<file path="src/rtl/regfile_wb_arbiter.sv">
// regfile_wb_arbiter: shares the register-file write port (WE3/A3/WD3) between
// NREQ writeback requesters using valid/ready handshakes.
// Arbitration is round-robin. With PRIO0=1, requester 0 has fixed top priority,
// and a starvation guard blocks it for one cycle once another requester has
// waited MAX_WAIT cycles.
// The write-port outputs are registered. rd==0 requests are accepted but do not
// raise wb_we.
// Optional feature, enabled by defining WB_BYPASS_EN: an issue-stage bypass
// compare against the pending write (ports byp_ra1/byp_ra2/byp_hit1/byp_hit2/byp_data).
module regfile_wb_arbiter #(
  parameter int NREQ     = 3,
  parameter int PRIO0    = 1,
  parameter int MAX_WAIT = 4
) (
  input  logic                 clk,
  input  logic                 rst,
  input  logic [NREQ-1:0]      req_valid,
  input  logic [5*NREQ-1:0]    req_rd,
  input  logic [32*NREQ-1:0]   req_data,
  output logic [NREQ-1:0]      req_ready,
  output logic                 wb_we,
  output logic [4:0]           wb_addr,
  output logic [31:0]          wb_data,
`ifdef WB_BYPASS_EN
  input  logic [4:0]           byp_ra1,
  input  logic [4:0]           byp_ra2,
  output logic                 byp_hit1,
  output logic                 byp_hit2,
  output logic [31:0]          byp_data,
`endif
  output logic                 pipe_stall
);

  localparam int PW = (NREQ > 1) ? $clog2(NREQ) : 1;
  localparam logic [PW-1:0] LAST     = PW'(NREQ - 1);
  localparam logic [PW-1:0] PTR_RST  = (PRIO0 != 0) ? PW'(1) : '0;
  localparam logic [7:0]    WAIT_LIM = 8'(MAX_WAIT);

  logic [PW-1:0]   ptr;
  int unsigned     ptr_u;
  logic [7:0]      wait_cnt [1:NREQ-1];
  logic            guard;
  logic [NREQ-1:0] grant;
  logic [PW-1:0]   gidx;
  logic [PW-1:0]   cand;
  logic            found;
  logic            xfer;
  logic [4:0]      sel_rd;
  logic [31:0]     sel_data;

  assign ptr_u = 32'(ptr);

  // A guard cycle exists when any non-0 requester has waited long enough.
  always_comb begin
    guard = 1'b0;
    if (PRIO0 != 0) begin
      for (int unsigned i = 1; i < NREQ; i++) begin
        if (wait_cnt[i] >= WAIT_LIM) guard = 1'b1;
      end
    end
  end

  // Pick the winner: requester 0 first (PRIO0, no guard), then scan round-robin from ptr.
  always_comb begin
    grant = '0;
    gidx  = '0;
    cand  = '0;
    found = 1'b0;
    if (PRIO0 != 0) begin
      if (req_valid[0] && !guard) begin
        grant[0] = 1'b1;
        found    = 1'b1;
      end else begin
        // ptr lives in 1..NREQ-1 here, so the scan wraps within that range.
        for (int unsigned k = 0; k < NREQ - 1; k++) begin
          cand = PW'(1 + ((ptr_u - 1 + k) % (NREQ - 1)));
          if (!found && req_valid[cand]) begin
            grant[cand] = 1'b1;
            gidx        = cand;
            found       = 1'b1;
          end
        end
      end
    end else begin
      for (int unsigned k = 0; k < NREQ; k++) begin
        cand = PW'((ptr_u + k) % NREQ);
        if (!found && req_valid[cand]) begin
          grant[cand] = 1'b1;
          gidx        = cand;
          found       = 1'b1;
        end
      end
    end
  end

  assign req_ready  = rst ? grant : '0;
  assign xfer       = |req_ready;
  assign pipe_stall = req_valid[0] & ~req_ready[0];

  // Route the accepted requester's payload to the output register.
  always_comb begin
    sel_rd   = '0;
    sel_data = '0;
    for (int unsigned i = 0; i < NREQ; i++) begin
      if (req_ready[i]) begin
        sel_rd   = req_rd[5*i +: 5];
        sel_data = req_data[32*i +: 32];
      end
    end
  end

  // The round-robin pointer moves past the accepted requester; requester 0 never moves it under PRIO0.
  always_ff @(posedge clk) begin
    if (!rst) begin
      ptr <= PTR_RST;
    end else if (xfer) begin
      if (PRIO0 == 0) begin
        ptr <= (gidx == LAST) ? '0 : gidx + PW'(1);
      end else if (gidx != '0) begin
        ptr <= (gidx == LAST) ? PW'(1) : gidx + PW'(1);
      end
    end
  end

  // Per-requester wait counters: count blocked cycles, saturate, and clear on accept or withdraw.
  always_ff @(posedge clk) begin
    for (int unsigned i = 1; i < NREQ; i++) begin
      if (!rst || !req_valid[i] || req_ready[i]) begin
        wait_cnt[i] <= '0;
      end else if (wait_cnt[i] != 8'hFF) begin
        wait_cnt[i] <= wait_cnt[i] + 8'd1;
      end
    end
  end

  // Registered write port: address/data hold when idle; rd==0 never writes.
  always_ff @(posedge clk) begin
    if (!rst) begin
      wb_we   <= 1'b0;
      wb_addr <= '0;
      wb_data <= '0;
    end else if (xfer) begin
      wb_we   <= (sel_rd != 5'd0);
      wb_addr <= sel_rd;
      wb_data <= sel_data;
    end else begin
      wb_we   <= 1'b0;
    end
  end

`ifdef WB_BYPASS_EN
  // Flag reads that hit the write currently on the port.
  always_comb begin
    byp_hit1 = wb_we & (wb_addr == byp_ra1) & (byp_ra1 != 5'd0);
    byp_hit2 = wb_we & (wb_addr == byp_ra2) & (byp_ra2 != 5'd0);
    byp_data = wb_data;
  end
`endif

endmodule

</file>
<file path="config.mk">
export PLATFORM = sky130hd
export DESIGN_NAME = regfile_wb_arbiter
export DESIGN_NICKNAME = d
export VERILOG_FILES = /design/src/rtl/regfile_wb_arbiter.sv
export SDC_FILE = /design/constraint.sdc
export NUM_CORES = 1
export LEC_CHECK = 0
export ABC_AREA = 1
export BUFFER_PORTS_ARGS = -buffer_cell sky130_fd_sc_hd__buf_4
export CORE_MARGIN = 2
export CORE_UTILIZATION = 46
export DETAILED_ROUTE_END_ITERATION = 7
export GPL_TIMING_DRIVEN = 0
export PLACE_DENSITY = 0.92
export REMOVE_ABC_BUFFERS = 1
export SLEW_MARGIN = 20
export SYNTH_ARGS = -nofsm -noshare
export SYNTH_HDL_FRONTEND = slang
export SYNTH_SLANG_ARGS = --single-unit
</file>
<file path="constraint.sdc">
create_clock -name clk -period 2.1 [get_ports clk]
set_clock_uncertainty 0.05 [all_clocks]
set_input_delay 0.21 -clock clk [delete_from_list [all_inputs] [get_ports clk]]
set_output_delay 0.21 -clock clk [all_outputs]
set_load 0.01 [all_outputs]
</file>
==> impl_metrics.yaml <==
yosys:
  synth_compound_area_share_pct: 7.68
  ys_types: 26
  synth_edf_count: 16
  synth_seq_cells: 55
  synthTopCellsByArea: "dfxtp_1, nand2_1, edfxtp_1, nor2_1, o21ai_0"
  synth_top_area_share_pct: 25.0
  yosys.area_share.simple_pct: 41.9
  avgSynthCellArea_um2: 6.51
  yosys.area_share.adder_pct: 1.60
  yosysTopAreaCell: "dfxtp_1"
  syn_area_mm2: 0.00313
  synthXorXnorAreaFrac_pct: 1.96
  synthCells: 481
  muxShareOfSynthArea_pct: 0
  synth_top_family_by_area: "simple AND/OR/NAND/NOR gates"
  synth_flop_cell: "dfxtp_1"
  synthArstFlopShare_pct: 0
  synth_warnings: 0
  yosysSeqAreaShare_pct: 40.3
sta:
  period_needed_ns: 2.07
  finalMaxSlewViolations: 0
  setup_ws_ns: 0.0293
  hold_violations: 0
  rsz0062_at_grt: "yes"
  maxClockFrequency_mhz: 483
  finalSetupViolCount: 0
  layout_worst_path_cycle_share_pct: 98.6
  worst_pin_slew_ns: 0.409
  max_slew_margin_pct: 72.7
  holdWs_ns: 0.167
finish:
  final_cell_mix: "nand2_1, buf_4, nor2_1"
  diodes: 0
  fin_area_mm2: 0.00452
  fillCellCount: 536
  multi_input_area_mm2: 0.00175
  area_delta_synth_final_pct: 44.6
  layout.nets: 752
  stdcell_count: 713
  mostFrequentLayoutCell: "nand2_1"
  drive_above_1_share_pct: 30.0
  register_area_mm2: 0.00126
clocking:
  cts.sinks: 55
  cts_buffers: 5
  cts_tree: "yes"
  clk_pin_slew_ns: 0.10
  clock_path_buffers: 2
  cts_root_buf: "clkbuf_8"
  htree_levels: 2
  hold_buffers: 0
  insertion_delay_ns: 0.31
global_route:
  busiest_layer: "met2"
  use_met2_pct: 45.6
  gr-total-overflow: 0
  grtUsageTotal_pct: 24.8
  antenna_found_initial: 0
  grt_pass1_vias: 3433
  grt_use_met1_pct: 28.9
  grt_start_max_net_pins: 47
  grt_pass1_wl_mm: 14.9
  use_met3_pct: 5.14
power:
  p_leak_nw: 2.33
  ir_worst_vdd_mv: 0.266
  finalPower_mw: 2.42
  power_density_mw_per_mm2: 535
critical_path:
  critPathKind: "reg2out"
  crit_fanout: 33
  critPathLaunchType: "flop"
  critPathArrivalTime_ns: 1.81
  required_ns: 1.84
  end_kind: "primary output"
flow_run:
  maxCapViolations: 0
placed_design:
  place.gp.congestion: 0.895
  dpl_cell_area_mm2: 0.00429
  port_buffers: 157
  placed_cells: 696
  hpwl_mm: 6.51
  dpl_worst_slack_ns: -0.492
routing:
  dr.first_iter.drc_count: 173
  route.detailed.drc: 0
  ant_nets: 0
  viasPerCell: 5.03
  dr.pass1.iters: 5
  num_vias: 3588
  drt-total-wl_mm: 9.37
  wire_per_inst_um: 13.1
die:
  fp.dieW_um: 86.5
  dieArea_mm2: 0.00748
  fp.dieH_um: 86.5
  core_area_mm2: 0.00668
  rows: 30
  io_pins: 158
  initial_core_util_pct: 46.8
hold_path:
  min_path_type: "in2reg"
run_status:
  status: "finished, final reports clean"
## cell usage after synthesis, types with 2 or more instances
master,count
nor2_1,107
nor3_1,4
a21oi_1,2
ha_1,4
nand2_2,2
buf_4,7
nand4_1,5
xor2_1,5
nand3_1,25
nand2_1,181
dfxtp_1,39
a21oi_4,2
inv_2,3
inv_1,18
o21ai_0,27
o21ai_1,11
buf_2,11
edfxtp_1,16
xnor2_1,2
clkbuf_1,4
## final timing paths
check | from | to | slack [ns] | depth (start not counted)
setup / recovery | wait_cnt[2][6] | req_ready[2] | 0.03 | 7
hold / removal | req_data[61] | wb_data[29] | 0.17 | 5
setup reg to reg | wait_cnt[2][6] | wb_data[22] | 0.03 | 8
hold reg to reg | wb_data[6] | wb_data[6] | 0.47 | 2
## layout make-up
type | count | share of cell area, %
multi-input cells | 383 | 38.6
flip-flops and latches | 55 | 27.9
repair buffers | 164 | 27.2
well taps | 80 | 2.21
inverters | 22 | 2.16
clock buffers | 5 | 1.52
clock inverters | 3 | 0.332
repair inverters | 1 | 0.111
## state kept, by name (all words and copies together), names as in the netlist
signal / count
wb_addr: 5
wb_data: 32
wb_we: 1
wait_cnt: 16
ptr: 1
## worst max-delay path, stage by stage (launching register included)
cell	delay (ns)
edfxtp_1	0.47
nor2_1	0.16
nand2_1	0.10
nor2_4	0.15
nand2_4	0.14
nand2_2	0.16
inv_6	0.12
buf_4	0.17
## timing repair
action	in CTS	in global routing
cloned	2	0
buffers inserted	3	4
hold endpoints to repair	0	0
resized for setup	18	3
pin swaps	1	0
setup endpoints to repair	67	44
## metal layers
| layer | vias to the layer above | part of all wire [%] |
|---|---|---|
| li1 | 1816 | - |
| met1 | 1591 | 39 |
| met2 | 164 | 51 |
| met3 | 17 | 7.7 |
| met4 | 0 | 1.8 |
| met5 | - | 0 |
## through the flow
stage               util [%]  TNS [ns]
floorplan                  -    -0.228
detailed placement      64.1    -20.72
global placement        64.1    -14.39
CTS                     67.1         0
global route            67.7     -1.81
finish                  67.7         0
## power by group
group	total (mW)	switching (mW)	internal [mW]
Sequential	1.21	0.0416	1.16
Clock	0.566	0.337	0.229
Combinational	0.649	0.328	0.321
## kinds of logic (layout without fill, tap and decap cells)
logic type,count (synthesis),in the layout
XOR/XNOR,7,7
buffers and inverters,44,195
adder cells (fa/ha/maj),4,4
AO/OA/AOI/OAI,43,43
AND/OR/NAND/NOR,328,329
flip-flops,55,55
No activity file was read; power rests on OpenSTA's default activity.
